## src/rtl/mem_slot_arbiter.sv

```systemverilog
`default_nettype none
// ============================================================================
//  Module   : mem_slot_arbiter
//  Purpose  : Slot-paced arbiter sharing one external SRAM between a video
//             reader, the CPU and a loader/DMA engine. Each granted access
//             runs SETUP -> STROBE -> DONE and ends with a one-clock ack.
//  Revision : 1.0  initial release
// ============================================================================
module mem_slot_arbiter #(
    parameter int AW     = 19,
    parameter int STARVE = 8
) (
    input  logic          clock,
    input  logic          reset,
    input  logic          slot,
    input  logic          vreq,
    input  logic [AW-1:0] vaddr,
    input  logic          creq,
    input  logic          cwr,
    input  logic [AW-1:0] caddr,
    input  logic [7:0]    cdi,
    input  logic          lreq,
    input  logic          lwr,
    input  logic [AW-1:0] laddr,
    input  logic [7:0]    ldi,
    output logic          vack,
    output logic          cack,
    output logic          lack,
    output logic [7:0]    q,
    output logic [AW-1:0] ma,
    output logic          mwe_n,
    output logic [7:0]    md_o,
    output logic          md_oe,
    input  logic [7:0]    md_i
);

    localparam int CW = $clog2(STARVE + 1);
    localparam logic [CW-1:0] C_STARVE = CW'(STARVE);

    localparam logic [1:0] C_GNT_V = 2'd0;
    localparam logic [1:0] C_GNT_C = 2'd1;
    localparam logic [1:0] C_GNT_L = 2'd2;

    typedef enum logic [1:0] {
        ST_IDLE   = 2'd0,
        ST_SETUP  = 2'd1,
        ST_STROBE = 2'd2,
        ST_DONE   = 2'd3
    } state_t;

    state_t          state_q,  state_d;
    logic [1:0]      gnt_q,    gnt_d;
    logic            wr_q,     wr_d;
    logic [CW-1:0]   starve_q, starve_d;
    logic [AW-1:0]   ma_q,     ma_d;
    logic [7:0]      md_o_q,   md_o_d;
    logic            md_oe_q,  md_oe_d;
    logic            mwe_n_q,  mwe_n_d;
    logic [2:0]      ack_q,    ack_d;
    logic [7:0]      q_q,      q_d;

    logic [1:0]      w_sel;
    logic            w_sel_wr;
    logic [AW-1:0]   w_sel_addr;
    logic [7:0]      w_sel_data;
    logic            w_any_req;
    logic            w_sample;

    // Winner selection: a starved loader overrides the fixed video > CPU > loader order
    always_comb begin
        w_any_req  = vreq | creq | lreq;
        w_sample   = (state_q == ST_IDLE) && slot;
        w_sel      = C_GNT_L;
        if (lreq && (starve_q >= C_STARVE)) begin
            w_sel = C_GNT_L;
        end else if (vreq) begin
            w_sel = C_GNT_V;
        end else if (creq) begin
            w_sel = C_GNT_C;
        end
        w_sel_wr   = 1'b0;
        w_sel_addr = laddr;
        w_sel_data = ldi;
        case (w_sel)
            C_GNT_V: begin
                w_sel_wr   = 1'b0;
                w_sel_addr = vaddr;
                w_sel_data = md_o_q;      // video never writes; leave bus data alone
            end
            C_GNT_C: begin
                w_sel_wr   = cwr;
                w_sel_addr = caddr;
                w_sel_data = cdi;
            end
            default: begin
                w_sel_wr   = lwr;
                w_sel_addr = laddr;
                w_sel_data = ldi;
            end
        endcase
    end

    // Loader starvation counter: reset when the loader is idle or wins, saturates otherwise
    always_comb begin
        starve_d = starve_q;
        if (!lreq) begin
            starve_d = '0;
        end else if (w_sample) begin
            if (w_sel == C_GNT_L) begin
                starve_d = '0;
            end else if (starve_q != C_STARVE) begin
                starve_d = starve_q + CW'(1);
            end
        end
    end

    // Access sequencer: next state and registered SRAM/ack outputs
    always_comb begin
        state_d = state_q;
        gnt_d   = gnt_q;
        wr_d    = wr_q;
        ma_d    = ma_q;
        md_o_d  = md_o_q;
        md_oe_d = md_oe_q;
        mwe_n_d = 1'b1;
        ack_d   = 3'b000;
        q_d     = q_q;
        case (state_q)
            ST_IDLE: begin
                if (slot && w_any_req) begin
                    state_d = ST_SETUP;
                    gnt_d   = w_sel;
                    wr_d    = w_sel_wr;
                    ma_d    = w_sel_addr;
                    md_o_d  = w_sel_data;
                    md_oe_d = w_sel_wr;
                end
            end
            ST_SETUP: begin
                state_d = ST_STROBE;
                mwe_n_d = ~wr_q;
            end
            ST_STROBE: begin
                state_d = ST_DONE;
                case (gnt_q)
                    C_GNT_V: ack_d = 3'b001;
                    C_GNT_C: ack_d = 3'b010;
                    default: ack_d = 3'b100;
                endcase
                // Address has been stable since SETUP, so read data is valid here
                if (!wr_q) begin
                    q_d = md_i;
                end
            end
            default: begin
                state_d = ST_IDLE;
                md_oe_d = 1'b0;
            end
        endcase
    end

    // State and output registers with synchronous reset
    always_ff @(posedge clock) begin
        if (reset) begin
            state_q  <= ST_IDLE;
            gnt_q    <= C_GNT_V;
            wr_q     <= 1'b0;
            starve_q <= '0;
            ma_q     <= '0;
            md_o_q   <= 8'h00;
            md_oe_q  <= 1'b0;
            mwe_n_q  <= 1'b1;
            ack_q    <= 3'b000;
            q_q      <= 8'h00;
        end else begin
            state_q  <= state_d;
            gnt_q    <= gnt_d;
            wr_q     <= wr_d;
            starve_q <= starve_d;
            ma_q     <= ma_d;
            md_o_q   <= md_o_d;
            md_oe_q  <= md_oe_d;
            mwe_n_q  <= mwe_n_d;
            ack_q    <= ack_d;
            q_q      <= q_d;
        end
    end

    assign vack  = ack_q[0];
    assign cack  = ack_q[1];
    assign lack  = ack_q[2];
    assign q     = q_q;
    assign ma    = ma_q;
    assign mwe_n = mwe_n_q;
    assign md_o  = md_o_q;
    assign md_oe = md_oe_q;

endmodule
`default_nettype wire

```

## config.mk

```make
export PLATFORM = sky130hd
export DESIGN_NAME = mem_slot_arbiter
export DESIGN_NICKNAME = d
export VERILOG_FILES = /design/src/rtl/mem_slot_arbiter.sv
export SDC_FILE = /design/constraint.sdc
export NUM_CORES = 1
export LEC_CHECK = 0
export ABC_AREA = 1
export CAP_MARGIN = 20
export CORE_MARGIN = 2
export CORE_UTILIZATION = 43
export CTS_CLUSTER_SIZE = 8
export DETAILED_ROUTE_END_ITERATION = 10
export PLACE_DENSITY = 0.95
export SLEW_MARGIN = 20
export SYNTH_ARGS = -nofsm -noshare
export SYNTH_HDL_FRONTEND = slang
export SYNTH_SLANG_ARGS = --single-unit
```

## constraint.sdc

```tcl
create_clock -name clock -period 2.84 [get_ports clock]
set_clock_uncertainty 0.1 [all_clocks]
set_input_delay 0.284 -clock clock [delete_from_list [all_inputs] [get_ports clock]]
set_output_delay 0.284 -clock clock [all_outputs]
set_load 0.1 [all_outputs]
```

==> flow_summary.ini, run 1 <==
[run_status]
outcome = completed

[route]
drt_iter0_markers = 144
wl_um = 7700
routedWlPerCell_um = 13.6
dr.pass1.iters = 4
drc = 0
vias_per_cell = 5.18
via_count = 2929
final_antenna_net_count = 0

[synth]
syn_inst = 372
seq_area_frac_synth_pct = 39.3
syn_area_mm2 = 0.00250
synth-seq-cells = 49
synth_fp_nets = 467
synthMostInstantiatedCell = nand2_1
ys.flop_type = dfxtp_1
async_reset_ff_share_pct = 0
synth_common_cells = nand2_1 (120), dfxtp_1 (49), nand3_1 (44)
yosysTopAreaCell = dfxtp_1
synth.distinct_cells = 22
syn_area_per_cell_um2 = 6.71
synth.top_cell.area_share_pct = 39.3
synth_area_leaders = dfxtp_1 (39%), nand2_1 (18%), nand3_1 (8.8%), nor2_1 (6.5%), a21oi_1 (5.0%)
synth_edf_count = 0
yosysWarnings = 0

[floorplanning]
core_area_mm2 = 0.00557
die_w_um = 80.2
initial_core_util_pct = 44.8
rows = 27
ioPinCount = 129
die_area_mm2 = 0.00643
die_h_um = 80.2

[sta]
holdWs_ns = 0.331
fin_crit_ns = 2.05
finalHoldViolCount = 0
grt_setup_unrepaired = false
period_share_pct = 72.1
setup_viol = 0
fin_tns_setup_ns = 0
fmax_ghz = 0.488
slew_headroom_pct = 54.9
tightest_slew_ns = 0.675
drv_slew = 0

[clock_network]
cts_resized = 0
cts_tree = built
clkSlewWorstSetupHoldPaths_ns = 0.09
clock_latency_ns = 0.30
h-tree-depth = 2
postCtsSetupBuffers = 0
clock_path_buffers = 2
clock-sinks = 49
hold_buffers = 0
cts_buffers = 5
cts-root-buf = clkbuf_8

[min_path]
min-delay-path-class = flip-flop to flip-flop

[final_layout]
fin_area_mm2 = 0.00381
antennaDiodeCount = 0
nets = 587
drive_gt1_share_pct = 12.6
area_growth_pct = 52.7
nFillCells = 481

[placed_design]
port_buffers = 128
hpwlAfterDp_um = 5820
placed_area_mm2 = 0.00368
globalplace.congestion = 0.777

[setup_path]
crit_fanout = 24
end_kind = flip-flop
worstSetupPathType = primary input to flip-flop
arrival_ns = 2.18
startpoint_type = primary input
required_ns = 2.97

[power]
vdd_drop_max_uv = 765
powerDensity_mw_per_mm2 = 811
leakagePower_nw = 1.72

[grt]
grt_pass1_wl_um = 12100
grt_max_degree = 25
track_usage_pct = 23.6
grt_pass1_vias = 2829
grt-ovfl-total = 0
antenna_found_initial = 0

[run]
cap_violations = 0
==> per-stage QoR <==
stage	setup slack [ns]	power, mW	cells	utilization [%]
after global placement	0.602	2.49	557	66.0
final	0.792	3.09	565	68.4
after floorplan	1.41	2.13	372	-
after detailed placement	0.484	2.53	557	66.0
after CTS	0.793	3.11	565	68.4
after global routing	0.581	3.24	565	68.4
==> final cells by class <==
| class | count | area (um^2) | area share [%] |
|---|---|---|---|
| Clock inverter | 3 | 65.1 | 1.71 |
| Clock buffer | 5 | 68.8 | 1.81 |
| Sequential cell | 49 | 981 | 25.7 |
| Multi-Input combinational cell | 279 | 1290 | 33.9 |
| Inverter | 23 | 88.8 | 2.33 |
| Timing Repair Buffer | 134 | 1230 | 32.2 |
| Tap cell | 72 | 90.1 | 2.36 |
==> cell families after synthesis <==
| logic type | count (synthesis) | synth area share (%) |
|---|---|---|
| buffers and inverters | 44 | 8.97 |
| adders and majority gates | 6 | 3.01 |
| xor gates and xnor gates | 1 | 0.351 |
| AOI/OAI and AO/OA | 37 | 7.67 |
| DFF | 49 | 39.3 |
| and+or+nand+nor | 235 | 40.7 |
==> critical path, cell delays in order <==
cell	delay [ns]
clkdlybuf4s50_1	0.79
nor2_1	0.12
nand2_2	0.11
nand2_4	0.17
inv_4	0.26
nand2_4	0.17
nand2_1	0.09
nand2_1	0.05
nor2_1	0.13
==> cell usage in the layout (no fill, tap or decap), types with 10 or more instances in the layout <==
cell             instances
nand2_1                120
clkdlybuf4s50_1         88
dfxtp_1                 49
buf_4                   46
nand3_1                 44
nor2_1                  43
a21oi_1                 25
inv_1                   21
nand4_1                 20
o21ai_0                 10
==> report_power, final <==
part / internal (mW) / total, mW / switching (mW)
clock network: 0.350 / 0.578 / 0.229
registers: 0.824 / 0.903 / 0.0789
logic: 0.397 / 1.61 / 1.21
==> routing by layer <==
metal  track usage, %  vias up  wire (um)
met1             25.4     1338       3050
met3             7.64       11        759
li1                 -     1452          -
met5                0        -          0
met4             5.08        0         80
met2             44.4      128       3810
==> sequential cells by signal (all words and copies together) (netlist names) <==
register and cells:
state_q 2, gnt_q 2, ma 19, starve_q 4, md_oe 1, mwe_n 1
q 8, wr_q 1, md_o 8, ack_q 3
==> path summary, 6_finish.rpt <==
path	from	to	slack (ns)	cells after the start
setup / recovery	vreq	md_o[5]$_SDFFE_PP0P_	0.79	9
hold / removal	gnt_q[1]$_SDFFE_PP0P_	ack_q[0]$_SDFF_PP0_	0.33	1
setup reg to reg	state_q[1]$_SDFFE_PP0N_	md_o[5]$_SDFFE_PP0P_	0.91	10
hold reg to reg	gnt_q[1]$_SDFFE_PP0P_	ack_q[0]$_SDFF_PP0_	0.33	1
No activity file was read; power rests on OpenSTA's default activity.
==> inputs of run 2 (changes only) <==
--- a/config.mk
+++ b/config.mk
@@ -8,10 +8,10 @@
 export ABC_AREA = 1
 export CAP_MARGIN = 20
 export CORE_MARGIN = 2
-export CORE_UTILIZATION = 43
+export CORE_UTILIZATION = 36
 export CTS_CLUSTER_SIZE = 8
 export DETAILED_ROUTE_END_ITERATION = 10
-export PLACE_DENSITY = 0.95
+export PLACE_DENSITY = 0.86
 export SLEW_MARGIN = 20
 export SYNTH_ARGS = -nofsm -noshare
 export SYNTH_HDL_FRONTEND = slang
==> constraint.sdc (replaced) <==
create_clock -name clock -period 1.7 [get_ports clock]
set_clock_uncertainty 0.1 [all_clocks]
set_input_delay 0.17 -clock clock [delete_from_list [all_inputs] [get_ports clock]]
set_output_delay 0.17 -clock clock [all_outputs]
set_load 0.1 [all_outputs]
==> run 2 against run 1 <==
Effect of this change: critical path depth increased by 1; first-iteration DRC count decreased by 37%; wire length increased by 1.6%; critical path type is now flip-flop to flip-flop; highest routed layer unchanged; global-route usage decreased by 3.3 points.
==> flow_summary.ini, run 2 (synthesis gave the netlist of run 1 again) <==
[run_status]
outcome = completed

[route]
via_count = 2900
vias_per_cell = 4.99
dr.pass1.iters = 4
drc = 0
drt_iter0_markers = 91
final_antenna_net_count = 0
routedWlPerCell_um = 13.5
wl_um = 7830

[grt]
grt_pass1_wl_um = 12300
track_usage_pct = 20.3
grt_max_degree = 39
grt_pass1_vias = 2836
antenna_found_initial = 0
grt-ovfl-total = 0

[placed_design]
hpwlAfterDp_um = 6080
placed_cells = 574
globalplace.congestion = 0.885
dpl_worst_slack_ns = 0.0128
port_buffers = 128

[clock_network]
clock_path_buffers = 2
clock_latency_ns = 0.31
clock-sinks = 49
h-tree-depth = 2
clkSlewWorstSetupHoldPaths_ns = 0.09
cts-root-buf = clkbuf_8
cts_tree = built
cts_buffers = 5

[setup_path]
r2r-start = state_q[0]$_SDFFE_PP0N_
end_kind = flip-flop
crit_path_end = md_o[6]$_SDFFE_PP0P_
cp_slowest_cell = dfxtp_1
crit_path_cell_trace = inv_1 -> ha_1 -> nand2_1 -> inv_2 -> nand2_4 -> inv_4 -> nand2_4 -> nand2_1 -> nand2_1 -> nor2_1
rr_endpoint = md_o[6]$_SDFFE_PP0P_
critPathBufInv = 3
worstSetupPathType = flip-flop to flip-flop
path_delay_family = simple AND/OR/NAND/NOR gates
arrival_ns = 1.65
cp_common_cell = nand2_1
max_stage_delay_ns = 0.40
critPathLaunch = state_q[0]$_SDFFE_PP0N_
crit_fanout = 16
worst_r2r_path_depth = 10
cp_num_cells = 10
required_ns = 1.80
startpoint_type = flip-flop
regToRegSetupSlack_ns = 0.15

[sta]
tightest_slew_ns = 0.245
grt_setup_unrepaired = false
timing.final.ws_setup_ns = 0.147
fin_crit_ns = 1.55
setup_viol = 0
slew_headroom_pct = 83.7
drv_slew = 0
finalHoldViolCount = 0
period_share_pct = 91.3
fin_tns_setup_ns = 0
fmax_ghz = 0.644

[floorplanning]
die_h_um = 87.3
die_area_mm2 = 0.00762
rows = 30
ioPinCount = 129
die_w_um = 87.3
initial_core_util_pct = 37.0
core_area_mm2 = 0.00676

[final_layout]
stdcell_count = 581
nets = 596
nFillCells = 540
area_growth_pct = 76.1
final_cell_mix = nand2_1 (120), clkdlybuf4s50_1 (88), dfxtp_1 (49)
antennaDiodeCount = 0
largest_reg_flops = 19
drive_gt1_share_pct = 14.2
final_common_cell = nand2_1

[min_path]
min-delay-path-class = flip-flop to flip-flop

[power]
powerDensity_mw_per_mm2 = 1290
vdd_drop_max_uv = 1170
leakagePower_nw = 1.89

[run]
cap_violations = 0
-- run 2: cell count changes in the layout (fill, tap and decap cells not counted), sizes merged --
| cell | before | now |
|---|---|---|
| bufinv | 2 | 1 |
| buf | 46 | 55 |
-- run 2: worst reg2reg max path: stages, from the launching register on --
cell and delay (ns):
dfxtp_1 0.40, inv_1 0.08, ha_1 0.23, nand2_1 0.08, inv_2 0.06, nand2_4 0.09, inv_4 0.06, nand2_4 0.15
nand2_1 0.07, nand2_1 0.07, nor2_1 0.05
-- run 2: cell type report --
| type | instances | area [um^2] | share of cell area [%] |
|---|---|---|---|
| multi-input cells | 279 | 1290 | 29.4 |
| repair buffers | 143 | 1830 | 41.7 |
| clock inverters | 2 | 35.0 | 0.797 |
| well taps | 80 | 100 | 2.28 |
| flip-flops and latches | 49 | 981 | 22.3 |
| inverters | 23 | 88.8 | 2.02 |
| clock buffers | 5 | 68.8 | 1.56 |
-- run 2: per-layer routing --
layer | part of all wire [%] | global-route usage (%) | routed length [um] | vias up
met5 | 0 | 0 | 0 | -
met4 | 1.8 | 7.13 | 144 | 0
met3 | 9.1 | 6.73 | 709 | 16
met2 | 50 | 38.5 | 3930 | 101
met1 | 39 | 20.4 | 3040 | 1316
li1 | - | - | - | 1467
-- run 2: stage by stage --
| stage | utilization [%] | area [um^2] | power (mW) | hold WS [ns] |
|---|---|---|---|---|
| after floorplan | - | 2500 | 3.56 | 0.139 |
| after global placement | 63.6 | 4290 | 4.82 | 0.303 |
| after detailed placement | 63.6 | 4290 | 4.87 | 0.327 |
| after CTS | 65.1 | 4400 | 5.69 | 0.337 |
| after global routing | 65.1 | 4400 | 5.91 | 0.356 |
| final | 65.1 | 4400 | 5.66 | 0.337 |
-- run 2: timing repair --
item / 4_1_cts / 5_1_grt
gates resized for setup: 0 / 1
setup buffers: 0 / 0
hold buffers: 0 / 0
setup endpoints to repair: 0 / 8
-- run 2: how the worst min path moves through the flow --
stage,from,end,slack [ns],cells after the start
after floorplan,reset,ma[0]$_SDFFE_PP0P_,0.14,1
after global placement,gnt_q[1]$_SDFFE_PP0P_,ack_q[0]$_SDFF_PP0_,0.30,1
after detailed placement,gnt_q[1]$_SDFFE_PP0P_,ack_q[0]$_SDFF_PP0_,0.33,1
after CTS,md_i[7],q[7]$_SDFFE_PP0P_,0.34,3
after global routing,md_i[6],q[6]$_SDFFE_PP0P_,0.36,3
final,gnt_q[1]$_SDFFE_PP0P_,ack_q[0]$_SDFF_PP0_,0.34,1
-- run 2: where the power goes --
group | internal [mW] | switching, mW
clock network | 0.428 | 0.386
logic | 1.19 | 2.05
registers | 1.38 | 0.229
total | 3.00 | 2.66
==> inputs of run 3 (changes only) <==
--- a/config.mk
+++ b/config.mk
@@ -5,13 +5,12 @@
 export SDC_FILE = /design/constraint.sdc
 export NUM_CORES = 1
 export LEC_CHECK = 0
-export ABC_AREA = 1
 export CAP_MARGIN = 20
 export CORE_MARGIN = 2
 export CORE_UTILIZATION = 36
 export CTS_CLUSTER_SIZE = 8
 export DETAILED_ROUTE_END_ITERATION = 10
-export PLACE_DENSITY = 0.86
+export PLACE_DENSITY = 0.73
 export SLEW_MARGIN = 20
 export SYNTH_ARGS = -nofsm -noshare
 export SYNTH_HDL_FRONTEND = slang
==> run 3 against run 2 <==
Effect of this change: count of clock-buffer cells in the layout up 2; wire length down 15%; non-clock buffer count up 13; via count down 17%; largest power group unchanged; cell count down 18%; flip-flop and latch count unchanged; worst setup slack worse by 0.037 ns; global-route usage down 2.6 points; critical path type unchanged.
==> flow_summary.ini, run 3 <==
[placed_design]
hpwlAfterDp_um = 5350
placed_cells = 471
globalplace.congestion = 0.773
placed_area_mm2 = 0.00438
dpl_worst_slack_ns = -0.176
port_buffers = 128

[grt]
grt-ovfl-total = 0
grt_pass1_vias = 2427
grt_max_degree = 27
grt_pass1_wl_um = 10800
antenna_found_initial = 0
track_usage_pct = 17.7

[route]
drc = 0
drt_iter0_markers = 36
vias_per_cell = 5.01
via_count = 2400
final_antenna_net_count = 0
routedWlPerCell_um = 13.8
dr.pass1.iters = 4
wl_um = 6630

[power]
p_int_mw = 3.00
clkPwrFrac_pct = 13.6
power_switching_mw = 2.40
fin_total_pwr_mw = 5.40
vdd_drop_max_uv = 825
swShare_pct = 44.4
powerDensity_mw_per_mm2 = 1200
leakagePower_nw = 1.78
p_seq_share_pct = 29.0
p_comb_share_pct = 57.4

[synth]
async_reset_ff_share_pct = 0
synth.top_cell.area_share_pct = 40.2
synth_edf_count = 0
synth_common_cells = dfxtp_1 (49), nor2_1 (35), a21oi_1 (29), mux2i_1 (29), nand2_1 (12)
synth_area_leaders = dfxtp_1 (40%), mux2i_1 (12%), o2bb2ai_2 (6.8%), a21oi_1 (5.9%), nor2_1 (5.4%)
synth-seq-cells = 49
synth.distinct_cells = 42
yosysTopAreaCell = dfxtp_1
synth_fp_nets = 348
seq_area_frac_synth_pct = 40.2
ys.flop_type = dfxtp_1
syn_area_per_cell_um2 = 9.65
yosysWarnings = 0
synthMostInstantiatedCell = dfxtp_1
syn_area_mm2 = 0.00244
syn_inst = 253

[floorplanning]
initial_core_util_pct = 36.5
core_area_mm2 = 0.00668
die_h_um = 86.3
die_w_um = 86.3
ioPinCount = 129
die_area_mm2 = 0.00746
rows = 30

[sta]
setup_viol = 0
holdWs_ns = 0.340
timing.final.ws_setup_ns = 0.110
fin_crit_ns = 1.59
fin_tns_setup_ns = 0
grt_setup_unrepaired = false
tightest_slew_ns = 0.301
period_share_pct = 93.5
drv_slew = 0
finalHoldViolCount = 0
fmax_ghz = 0.629
slew_headroom_pct = 79.9

[final_layout]
regArea_um2 = 981
largest_reg_flops = 19
nFillCells = 541
final_cell_mix = clkdlybuf4s50_1 (88), dfxtp_1 (49), buf_12 (43)
multi_input_area_mm2 = 0.00136
fin_area_mm2 = 0.00450
final_common_cell = clkdlybuf4s50_1
antennaDiodeCount = 0
finish.utilization_pct = 67.3
nets = 493
drive_gt1_share_pct = 25.8
area_growth_pct = 84.3
stdcell_count = 479

[clock_network]
cts_tree = built
clock_path_buffers = 2
cts_buffers = 5
clock_latency_ns = 0.29
clock-sinks = 49
cts-root-buf = clkbuf_8
hold_buffers = 0
clkSlewWorstSetupHoldPaths_ns = 0.09
h-tree-depth = 2

[setup_path]
startpoint_type = flip-flop
worstSetupPathType = flip-flop to flip-flop
end_kind = flip-flop
arrival_ns = 1.72
required_ns = 1.83
crit_fanout = 19

[run]
cap_violations = 0

[run_status]
outcome = completed

[min_path]
min-delay-path-class = flip-flop to flip-flop
==> run 3: power by group through the flow <==
stage	combinational, mW	sequential, mW	clock (mW)
final	3.10	1.57	0.735
after global placement	3.05	1.58	0
after detailed placement	3.10	1.59	0
after floorplan	0.739	2.68	0
after CTS	3.10	1.57	0.764
after global routing	3.25	1.59	0.811
==> run 3: cells by family (layout without fill, tap and decap cells) <==
kind of cell | after synthesis | count (layout) | synth area share, %
flip-flops | 49 | 49 | 40.2
AO/OA/AOI/OAI | 69 | 69 | 24.7
XOR/XNOR | 1 | 1 | 0.359
adder cells (fa/ha/maj) | 6 | 6 | 3.08
buffers and inverters | 25 | 171 | 5.33
AND/OR/NAND/NOR | 74 | 74 | 14.5
multiplexers | 29 | 29 | 11.9
==> run 3: layer usage <==
metal	share of wire [%]	track usage, %	vias up
met5	0	0	-
met4	0.44	2.98	0
met3	7.3	5.33	4
met2	50	31.9	82
met1	42	20.9	1112
li1	-	-	1202
==> run 3: timing repair <==
| item | 4_1_cts | 5_1_grt |
|---|---|---|
| endpoints found under the setup margin | 0 | 30 |
| resized for setup | 0 | 5 |
| buffers inserted | 0 | 0 |
==> run 3: cell type report <==
cell class | instances | area share [%]
clock buffers | 7 | 2.14
clock inverters | 1 | 0.111
inverters | 7 | 0.584
multi-input cells | 179 | 30.3
flip-flops and latches | 49 | 21.8
well taps | 80 | 2.22
repair buffers | 156 | 42.9
==> run 3: worst max-delay path, stage by stage, from the launching register on <==
cell	delay (ns)
dfxtp_1	0.32
inv_1	0.07
ha_2	0.22
nand2_1	0.12
or3_4	0.40
buf_12	0.17
o2bb2ai_1	0.12
==> run 3: final timing paths <==
kind / from / endpoint / slack [ns] / depth (start not counted)
min: wr_q$_SDFFE_PP0P_ / mwe_n$_SDFF_PP1_ / 0.34 / 1
max reg2reg: state_q[0]$_SDFFE_PP0N_ / ma[7]$_SDFFE_PP0P_ / 0.11 / 6
min reg2reg: wr_q$_SDFFE_PP0P_ / mwe_n$_SDFF_PP1_ / 0.34 / 1
max: state_q[0]$_SDFFE_PP0N_ / ma[7]$_SDFFE_PP0P_ / 0.11 / 6
